==> src/rtl/bus_arbiter.sv <==
// Round-robin arbiter producing one-hot-or-zero enables for the shared data-bus tri-state drivers.
// Optional macro BUS_ARB_TURNAROUND_EN inserts one all-zero enable cycle (TURN) after every release.
module bus_arbiter #(
    parameter int N_REQ    = 4,
    parameter int MAX_HOLD = 4,
    parameter int OWN_W    = 2
) (
    input  logic             clk,
    input  logic             rst,
    input  logic [N_REQ-1:0] req,
    output logic [N_REQ-1:0] en,
    output logic [OWN_W-1:0] owner,
    output logic             busy,
    output logic             handover
);

    localparam int HW = $clog2(MAX_HOLD + 1);
    localparam logic [HW-1:0]    HOLD_MAX = HW'(MAX_HOLD);
    localparam logic [OWN_W-1:0] PTR_RST  = OWN_W'(N_REQ - 1);
    localparam logic [N_REQ-1:0] ONE      = {{(N_REQ-1){1'b0}}, 1'b1};

    typedef enum logic [1:0] {IDLE, OWN, TURN} state_t;

    state_t           state;
    logic [HW-1:0]    hold_cnt;
    logic [OWN_W-1:0] rr_ptr;

    logic [N_REQ-1:0] owner_mask;
    logic [N_REQ-1:0] arb_req;
    logic [N_REQ-1:0] rot;
    logic [N_REQ-1:0] win_onehot;
    logic [OWN_W-1:0] win_idx;
    logic             win_found;
    logic             hold_full;
    logic             rel_own;

    assign owner_mask = ONE << owner;
    assign hold_full  = (hold_cnt == HOLD_MAX);
    assign rel_own    = !req[owner] || (hold_full && (|(req & ~owner_mask)));
    // While owning, the current owner is excluded so a release hands to someone else.
    assign arb_req    = (state == OWN) ? (req & ~owner_mask) : req;

    // Rotate so bit 0 of rot is requester rr_ptr+1, then take the first set bit.
    always_comb begin
        rot       = N_REQ'(({arb_req, arb_req} >> 1) >> rr_ptr);
        win_found = 1'b0;
        win_idx   = '0;
        for (int i = 0; i < N_REQ; i++) begin
            if (!win_found && rot[i]) begin
                win_found = 1'b1;
                win_idx   = OWN_W'((int'(rr_ptr) + 1 + i) % N_REQ);
            end
        end
        win_onehot = ONE << win_idx;
    end

    always_ff @(posedge clk) begin
        if (rst) begin
            state    <= IDLE;
            en       <= '0;
            owner    <= '0;
            busy     <= 1'b0;
            handover <= 1'b0;
            hold_cnt <= '0;
            rr_ptr   <= PTR_RST;
        end else begin
            handover <= 1'b0;
            case (state)
                IDLE, TURN: begin
                    if (win_found) begin
                        state    <= OWN;
                        en       <= win_onehot;
                        owner    <= win_idx;
                        rr_ptr   <= win_idx;
                        hold_cnt <= HW'(1);
                        busy     <= 1'b1;
                        handover <= 1'b1;
                    end else begin
                        state <= IDLE;
                        en    <= '0;
                        busy  <= 1'b0;
                    end
                end
                OWN: begin
                    if (!rel_own) begin
                        if (!hold_full) hold_cnt <= hold_cnt + 1'b1;
                    end else begin
`ifdef BUS_ARB_TURNAROUND_EN
                        state <= TURN;
                        en    <= '0;
                        busy  <= 1'b0;
`else
                        if (win_found) begin
                            state    <= OWN;
                            en       <= win_onehot;
                            owner    <= win_idx;
                            rr_ptr   <= win_idx;
                            hold_cnt <= HW'(1);
                            busy     <= 1'b1;
                            handover <= 1'b1;
                        end else begin
                            state <= IDLE;
                            en    <= '0;
                            busy  <= 1'b0;
                        end
`endif
                    end
                end
                default: begin
                    state <= IDLE;
                    en    <= '0;
                    busy  <= 1'b0;
                end
            endcase
        end
    end

endmodule
==> config.mk <==
export PLATFORM = sky130hd
export DESIGN_NAME = bus_arbiter
export DESIGN_NICKNAME = d
export VERILOG_FILES = /design/src/rtl/bus_arbiter.sv
export SDC_FILE = /design/constraint.sdc
export NUM_CORES = 1
export LEC_CHECK = 0
export CELL_PAD_IN_SITES_DETAIL_PLACEMENT = 0
export CELL_PAD_IN_SITES_GLOBAL_PLACEMENT = 1
export CORE_UTILIZATION = 40
export DETAILED_ROUTE_END_ITERATION = 12
export PLACE_DENSITY = 0.84
export SLEW_MARGIN = 10
export SYNTH_ARGS = -nofsm -noshare
export SYNTH_HDL_FRONTEND = slang
export SYNTH_SLANG_ARGS = --single-unit
==> constraint.sdc <==
create_clock -name clk -period 2.2 [get_ports clk]
set_input_delay 0.22 -clock clk [delete_from_list [all_inputs] [get_ports clk]]
set_output_delay 0.22 -clock clk [all_outputs]
set_load 0.01 [all_outputs]
**Word-level counts from Yosys, hierarchy flattened**

Index checks and enable logic that the tools add are counted.

- Register bits: 15
- Latch bits: 0
- RAM bits: 0
- Bits in read-only memories: 0
- Input port bits: 6
- Output and inout bits: 8
- Memories: 0

- Add/sub/neg operators: 5
- Multipliers: 0
- Div/mod/pow operators: 0
- $lt $le $gt $ge: 1
- Equality and inequality tests: 5
- Shift-type cells: 3
- Muxes and demuxes: 32
- Bitwise operators: 2
- Reductions and logical operators: 15

Operators by type and width:

| cell | count |
|---|---|
| $mux 2 | 9 |
| $mux 4 | 3 |
| $pmux 2 s2 | 3 |
| $mux 1 | 9 |
| $mux 3 | 3 |
| $pmux 4 s2 | 1 |
| $shl 1x2->4 const A | 2 |
| $shr 7x2->4 | 1 |
| $add 2x2->2 const B | 3 |
| $pmux 3 s2 | 1 |
| $and 4x4->4 | 1 |
| $logic_and 1x1->1 | 4 |
| $logic_not 1->1 | 4 |
| $not 4->4 | 1 |
| $pmux 1 s2 | 2 |
| $reduce_and 2->1 | 2 |
| $reduce_or 4->1 | 1 |
| $add 3x1->3 const B | 1 |
| $eq 3x3->1 const B | 1 |
| $lt 2x3->1 const B | 1 |
| $ne 3x3->1 const B | 1 |
| $add 2x1->2 const B | 1 |
| $bmux 1 s2 | 1 |
| $eq 2x1->1 const B | 1 |
| other kinds (6) | 6 |

**Depth between registers and ports, before layout**

Gate-level depths: netlist of the first run.

- Depth after elaboration: 19
- Depth in mapped cells: 8
- Gate-level depth less buffers: 7

**Worst setup path before layout of the first run**

No wires, ideal clock.

- Path kind: register to register
- From: register owner[1]
- To: register hold_cnt[0]
- Library setup time: 0.119 ns
- Data arrival time: 1.732 ns
- Data required time: 2.081 ns
- Setup slack: 0.349 ns
- Cell stages (with the launch flop): 7
- Clock period less this slack: 1.851 ns
- Path through: dfxtp_1 > buf_4 > nand2b_4 > o31a_1 > nor4_4 > mux2i_2 > o221a_1

- Cells in the longest elaborated chain, start to end: 18

Ends and longest elaborated chain:

| element | line | text |
|---|---|---|
| start, declared | 12 | `output logic [OWN_W-1:0] owner,` |
| start signal, assigned | 73 | `owner <= win_idx;` |
| start signal, assigned | 96 | `owner <= win_idx;` |
| $shl 1x2->4 | 37 | `assign owner_mask = ONE << owner;` |
| $not 4->4 | 39, 41 |  |
| $and 4x4->4 | 39, 41 |  |
| $mux 4 | 41 | `assign arb_req = (state == OWN) ? (req & ~owner_mask) : req;` |
| $shr 7x2->4 | 45 | `rot = N_REQ'(({arb_req, arb_req} >> 1) >> rr_ptr);` |
| $mux 1 | 49 | `if (!win_found && rot[i]) begin` |
| $logic_not 1->1 | 49 |  |
| $logic_and 1x1->1 | 49 |  |
| [... 2 more ...] | - |  |
| $logic_and 1x1->1 | 49 |  |
| $mux 1 | 49 |  |
| $logic_not 1->1 | 49 |  |
| $logic_and 1x1->1 | 49 |  |
| $mux 1 | 49 |  |
| $mux 3 | - |  |
| $mux 3 | 85 | `if (!rel_own) begin` |
| $pmux 3 s2 | 68 | `case (state)` |
| end signal, assigned | 86 | `if (!hold_full) hold_cnt <= hold_cnt + 1'b1;` |
| end, declared | 25 | `logic [HW-1:0] hold_cnt;` |

Parallel ways exist; a longest one is shown, timed or not. The select of a mux whose other input is x is not followed.
A chain may end at the register's enable or synchronous reset.

**Final worst setup path of the first run**

- From: register rr_ptr[0]
- To: register hold_cnt[2]

- Cells in the longest elaborated chain, start to end: 14

Ends and longest elaborated chain:

| element | line | text |
|---|---|---|
| start, declared | 26 | `logic [OWN_W-1:0] rr_ptr;` |
| start signal, assigned | 74 | `rr_ptr <= win_idx;` |
| start signal, assigned | 97 | `rr_ptr <= win_idx;` |
| $shr 7x2->4 * | 45 |  |
| $mux 1 | 49 |  |
| $logic_not 1->1 | 49 |  |
| $logic_and 1x1->1 | 49 |  |
| $mux 1 | 49 |  |
| $logic_not 1->1 | 49 |  |
| $logic_and 1x1->1 | 49 |  |
| $mux 1 | 49 |  |
| $logic_not 1->1 | 49 |  |
| $logic_and 1x1->1 | 49 |  |
| $mux 1 * | 49 |  |
| $mux 3 * | - |  |
| $mux 3 | - |  |
| $pmux 3 s2 * | - |  |

Mark *: on every way between the ends. The rest lies on a longest branch, timed or not.

==> summary.md, run 1 <==
| Metric | Value |
|---|---|
| Status | completed |
| Cell area after layout | ~1200 sq um |
| Antenna viol nets, final | 0 |
| Worst flop-to-flop path startpoint | rr_ptr[0] |
| CP Max Fanout | 10 |
| Largest net degree at the start of global routing | 14 |
| Vias | ~960 |
| First-pass GRT wire length | just over 4000 um |
| Diodes inserted | 0 |
| Setup violations, final | 0 |
| # IOs | 14 |
| Commonest non-fill, non-tap cells in the layout | clkdlybuf4s50_1 (13), dfxtp_1 (12), buf_4 (8) |
| Die width | roughly 52 um |
| EDFF count, synth | 0 |
| Total CTS buffers | 3 |
| Synth Cell Area | ~1000 sq um |
| Final worst path period share | 0.920 |
| Synth warn | 0 |
| Clock latency on the worst-skew pair | roughly 280 ps |
| Post-CTS Hold Fix Bufs | 0 |
| Worst path most repeated cell | buf_4 |
| Total grt overflow | 0 |
| DP HPWL | ~1800 um |
| Worst Skew | 4.90 ps |
| Max IR drop VDD | between 0.7 and 0.8 mV |
| Share of synthesized registers carrying an async set or reset | 0 |
| Reg clk slew, reported paths | approximately 90 ps |
| Area growth syn-to-layout | 21.2% |
| I/O Buffers | 13 |
| Post-synthesis sequential area ratio | 0.261 |
| Ys flop type | dfxtp_1 |
| R2r worst-path depth | 7 |
| Vias in the first global route | ~900 |
| Post-CTS Setup Bufs | 0 |
| Multi-input logic area | between 600 and 700 sq um |
| DR DRC count | 0 |
| Max incr delay on CP | ~430 ps |
| Core ar. | about 2300 sq um |
| Top Usage Layer GRT | met2 |
| Relative slew slack | 0.620 |
| Reg-to-reg endpoint | hold_cnt[2] |
| Net Count, Synth | between 100 and 150 |
| Placed cells | 154 |
| Mean Syn Cell Area | around 9 sq um |
| Most common cell after layout, fill and taps aside | clkdlybuf4s50_1 |
| Seq cells post-synth | 13 |
| Maxcap violations | 0 |
| Number of clock sinks | 13 |
| Met3 Use GR | 0.0673 |
| Hold path cells | 2 |
| Nets | around 140 |
| Post-DP Area | approximately 1200 sq um |
| H-Tree Depth | 1 |
| Overall power | about 1.5 mW |
| Filler Cells Inserted | ~210 |
| Data arrival, critical path | 2220 ps |
| Row count | 17 |
| Tightest Hold Check Type | flip-flop to flip-flop |
| DRT iter0 DRCs | 26 |
| GP Congestion | ~0.83 |
| Antenna violations before repair | 0 |
| Met2 Resource Use GR | 0.344 |
| Die area | approximately 2700 sq um |
| Gate Count Post-Synth | approximately 110 |
| Req. time, crit path | about 2400 ps |
| Post-Layout Cell Count | 158 |
| Drt first pass iters | 4 |
| Min-Delay Endpoint | en[2] |
| Final Core Density | 0.531 |
| Final hold violation count | 0 |
| Crit-path cells | buf_4, nor2b_1, o31a_1, nor4_4, buf_4, o21ai_1, nor3_1 |
| Clock period minus worst slack | between 2000 and 2500 ps |
| Starting Density | 0.438 |
| Root Buffer | clkbuf_4 |
| Routed wire per std cell | ~15 um |
| GRT Total Usage | 0.200 |
| Register area | around 260 sq um |
| TritonCTS clock tree | done |
| DIE HEIGHT | 51.9 um |
| CP Launch Type | flip-flop |
| Resized cells post-CTS | 0 |
| Worst R2R Setup Slack | roughly 180 ps |
| Crit-path slowest cell | dfxtp_1 |
| Leak | 0.467 nW |
| Clk buf depth | 2 |
| Slew Viols, Final | 0 |
| Power density over the cells | ~1300 nW/um^2 |
| Critical path class | flip-flop to flip-flop |
| Layout cells sized above 1 | 0.185 |
| Vias/cell | approximately 6.1 |
| Element type at the critical path end | flip-flop |
| Fmax | a little under 500 MHz |
| WL final | around 2300 um |
| HP Start | en[2] |
| Met1 GRT Util | 0.254 |
| Synth cell types | 48 |
| Unrepaired setup endpoints after global routing | no |
| Slew @ Worst Pin | about 570 ps |
| Total Negative Setup Slacks | 0 ps |
-- routing by layer --
metal	up-vias	routed length, um
met3	0	94
met1	467	1160
met4	0	0
li1	482	-
met5	-	0
met2	14	1060
-- cell type report --
| cell class | count | share of cell area |
|---|---|---|
| Sequential cell | 13 | 0.216 |
| Inverter | 7 | 0.0217 |
| Tap cell | 28 | 0.0290 |
| Timing Repair Buffer | 21 | 0.157 |
| Multi-Input combinational cell | 85 | 0.553 |
| Clock buffer | 3 | 0.0186 |
| Clock inverter | 1 | 0.00414 |
-- cell usage after synthesis, types with 2 or more instances --
cell / number / share of area
a31oi_1: 3 / 0.019
nor3_1: 4 / 0.020
nand3_1: 4 / 0.020
nor2_1: 5 / 0.019
nor2b_1: 2 / 0.013
nand2_1: 4 / 0.015
o31ai_1: 3 / 0.023
nand4_1: 3 / 0.019
and4b_1: 2 / 0.020
o41ai_2: 2 / 0.033
dfxtp_1: 13 / 0.26
buf_6: 2 / 0.023
o21ai_0: 6 / 0.030
o21ai_1: 3 / 0.015
inv_1: 6 / 0.023
o211ai_1: 5 / 0.038
ha_1: 2 / 0.025
o311ai_1: 3 / 0.026
mux2i_1: 3 / 0.030
a21oi_1: 6 / 0.030
clkbuf_1: 2 / 0.0075
a22oi_1: 2 / 0.015
-- metrics by stage --
step                worst slack (ps)  hold slack, ps
floorplan                        349             468
CTS                             65.0             472
detailed placement              26.6             456
finish                           177             464
global route                    10.0             507
global placement                92.4             445
-- registers in the layout, indices dropped and copies added (netlist names) --
register	cells
handover	1
owner	2
hold_cnt	3
rr_ptr	2
busy	1
en	4
-- worst max path at each step --
| stage | from | endpoint | cells after the start |
|---|---|---|---|
| after floorplan | owner[1] | hold_cnt[0] | 6 |
| after global placement | req[0] | owner[1] | 6 |
| after detailed placement | req[0] | owner[0] | 6 |
| after CTS | owner[0] | owner[1] | 5 |
| after global routing | rr_ptr[0] | hold_cnt[2] | 6 |
| final | rr_ptr[0] | hold_cnt[2] | 7 |
-- critical path: cells and delay by family (launching register included) --
family	cells	cell delay [ps]
buffers and inverters	2	380
and+or+nand+nor	3	730
AOI/OAI and AO/OA	2	420
DFF	1	430
-- power by group --
group / internal [mW] / switching [mW] / total, mW
Clock: 0.0674 / 0.0836 / 0.151
Combinational: 0.463 / 0.461 / 0.923
Sequential: 0.314 / 0.131 / 0.445
Total: 0.844 / 0.675 / 1.52
-- logic make-up (layout without fill, tap and decap cells) --
logic type      Yosys count  in the layout  share of synthesized area
buf+inv                  13             32                     0.0690
simple gates             34             34                      0.238
flops                    13             13                      0.261
mux                       7              7                     0.0891
fa+ha+maj                 2              2                     0.0251
compound gates           42             42                      0.317
Note: power is estimated with default switching activity, not from simulation.
==> run 2, diff against run 1 <==
- CAP_MARGIN: unset -> 20
==> results of run 2 <==
Same layout as run 1: the final DEF is identical, and so are final timing and power.
==> run 3, diff against run 2 <==
- PLACE_DENSITY: 0.84 -> 0.77
==> run 3 against run 2 <==
- clock power shrank 3%
- non-clock buffer count shrank 1
- first-iteration DRC count grew 46%
- register-to-register slack gained 50 ps
- die area is the same
- final area shrank 0.62%
- wire length grew 5.4%
- worst hold slack gained 0.53 ps
- clock skew grew 2.9 ps
==> summary.md, run 3 (synthesized netlist as in run 1, its figures left out) <==
| Metric | Value |
|---|---|
| Net Switching | 687 uW (was 675 uW) |
| Vias/cell | 6.22 (was 6.09) |
| Clk buf depth | 2 (unchanged) |
| Biggest registers after layout | en (4), hold_cnt (3) (unchanged) |
| Core ar. | 2280 sq um (unchanged) |
| Die area | 2700 sq um (unchanged) |
| Register area | 263 sq um (was 262 sq um) |
| Most flops, register | en (unchanged) |
| Critical path class | flip-flop to flip-flop (unchanged) |
| CP Max Fanout | 8 (was 10) |
| Final hold violation count | 0 (unchanged) |
| Starting Density | 0.438 (unchanged) |
| Logic pwr share | 0.611 (was 0.608) |
| Overall power | 1.53 mW (was 1.52 mW) |
| Slew Viols, Final | 0 (unchanged) |
| # IOs | 14 (unchanged) |
| Largest net degree at the start of global routing | 14 (unchanged) |
| Power density over the cells | 1270 nW/um^2 (was 1260 nW/um^2) |
| Slew @ Worst Pin | 539 ps (was 569 ps) |
| CP top delay family | compound AO/OA/AOI/OAI gates (was simple AND/OR/NAND/NOR gates) |
| Power Internal | 844 uW (about the same) |
| Fmax | 506 MHz (was 494 MHz) |
| Placed cells | 153 (was 154) |
| Maxcap violations | 0 (unchanged) |
| Nets | 138 (was 139) |
| Layout cells sized above 1 | 0.178 (was 0.185) |
| Element type at the critical path end | flip-flop (unchanged) |
| Multi-input logic area | 668 sq um (unchanged) |
| Number of clock sinks | 13 (unchanged) |
| Leak | 0.459 nW (was 0.467 nW) |
| Total CTS buffers | 3 (unchanged) |
| Drt first pass iters | 4 (unchanged) |
| Relative slew slack | 0.636 (was 0.620) |
| Switch share | 0.449 (was 0.444) |
| Commonest non-fill, non-tap cells in the layout | clkdlybuf4s50_1 (13), dfxtp_1 (11), buf_4 (7) (was clkdlybuf4s50_1 (13), dfxtp_1 (12), buf_4 (8)) |
| CP Launch Type | flip-flop (unchanged) |
| Final Core Density | 0.528 (was 0.531) |
| Clock share of power | 0.096 (was 0.099) |
| DRT iter0 DRCs | 38 (was 26) |
| Clock latency on the worst-skew pair | 280 ps (about the same) |
| Setup violations, final | 0 (unchanged) |
| Routed wire per std cell | 15.6 um (was 14.7 um) |
| Worst R2R Setup Slack | 220 ps (was 180 ps) |
| Diodes inserted | 0 (unchanged) |
| Sequential share of power | 0.294 (was 0.293) |
| Vias | 976 (was 963) |
| Filler Cells Inserted | 192 (was 214) |
| Status | completed (unchanged) |
| Post-Layout Cell Count | 157 (was 158) |
| H-Tree Depth | 1 (unchanged) |
| Max incr delay on CP | 410 ps (was 430 ps) |
| Area growth syn-to-layout | 20.5% (was 21.2%) |
| Tightest Hold Check Type | flip-flop to flip-flop (unchanged) |
| First-pass GRT wire length | 3960 um (was 4030 um) |
| Total Negative Setup Slacks | 0 ps (unchanged) |
| Max reg flops | 4 (unchanged) |
| DIE HEIGHT | 51.9 um (unchanged) |
| Data arrival, critical path | 2150 ps (was 2220 ps) |
| Crit-path cells | buf_4, nor2b_1, o31a_1, nor4_4, mux2i_2, o221a_1 (was buf_4, nor2b_1, o31a_1, nor4_4, buf_4, o21ai_1, nor3_1) |
| Reg clk slew, reported paths | 80 ps (was 90 ps) |
| Post-CTS Hold Fix Bufs | 0 (unchanged) |
| DR DRC count | 0 (unchanged) |
| Max IR drop VDD | 0.715 mV (was 0.708 mV) |
| Most common cell after layout, fill and taps aside | clkdlybuf4s50_1 (unchanged) |
| TritonCTS clock tree | done (unchanged) |
| Clock period minus worst slack | 1980 ps (was 2020 ps) |
| GP Congestion | 0.839 (was 0.831) |
| Root Buffer | clkbuf_4 (unchanged) |
| Crit-path slowest cell | nor4_4 (was dfxtp_1) |
| Antenna violations before repair | 0 (unchanged) |
| Total grt overflow | 0 (unchanged) |
| Row count | 17 (unchanged) |
| Worst Skew | 7.80 ps (was 4.90 ps) |
| Final worst path period share | 0.899 (was 0.920) |
| Vias in the first global route | 849 (was 905) |
| GRT Total Usage | 0.199 (was 0.200) |
| WL final | 2450 um (was 2320 um) |
| DP HPWL | 1800 um (about the same) |
| Req. time, crit path | 2380 ps (was 2400 ps) |
| I/O Buffers | 13 (unchanged) |
| Antenna viol nets, final | 0 (unchanged) |
| Die width | 51.9 um (unchanged) |
| Critical path buffers and inverters | 1 (was 2) |
| Unrepaired setup endpoints after global routing | no (unchanged) |
-- run 3: cell types whose count changed in the layout (fill, tap and decap cells not counted) --
cell,change
buf_4,-1
dfxtp_1,-1
clkinv_2,-1
dfxtp_2,+1
clkbuf_1,+1
-- run 3: routing by layer --
metal / GRT usage / vias to the layer above / wire (um) / share of wire
met2: 0.312 / 28 / 1110 / 0.45
li1: - / 475 / - / -
met3: 0.0497 / 0 / 150 / 0.061
met4: 0.0450 / 0 / 0 / 0
met5: 0 / - / 0 / 0
met1: 0.271 / 473 / 1190 / 0.49
-- run 3: power groups by stage --
stage | registers [mW] | logic (mW) | clock network [mW]
after floorplan | 0.394 | 0.701 | 0
after global placement | 0.443 | 0.925 | 0
after detailed placement | 0.445 | 0.923 | 0
after CTS | 0.440 | 0.931 | 0.155
after global routing | 0.463 | 1.02 | 0.166
final | 0.450 | 0.935 | 0.147
-- run 3: final timing paths --
kind | startpoint | endpoint | cells after the start
setup / recovery | rr_ptr[0] | hold_cnt[0] | 6
hold / removal | en[2] | en[2] | 2
setup reg to reg | rr_ptr[0] | hold_cnt[0] | 6
hold reg to reg | en[2] | en[2] | 2
-- run 3: worst reg2reg max path, cell delays in order, from the launching register on --
cell,delay (ps)
dfxtp_2,380
buf_4,170
nor2b_1,150
o31a_1,380
nor4_4,410
mux2i_2,130
o221a_1,250
-- run 3: through the flow --
step | hold slack [ps] | instance area, sq um | worst slack [ps]
after CTS | 466 | 1200 | 126
after floorplan | 468 | 997 | 349
after global routing | 487 | 1200 | 68.5
after detailed placement | 450 | 1170 | 106
after global placement | 442 | 1170 | 81.2
final | 465 | 1200 | 223
-- run 3: repair_timing --
| action | 4_1_cts | 5_1_grt |
|---|---|---|
| endpoints found under the setup margin | 0 | 3 |
| endpoints found under the hold margin | 0 | 0 |
| setup buffers | 0 | 0 |
| resized for setup | 0 | 2 |
-- run 3: layout make-up --
cell class,count,share of cell area
multi-input cells,85,0.556
clock buffers,4,0.0219
flip-flops and latches,13,0.219
well taps,28,0.0292
inverters,7,0.0219
repair buffers,20,0.152
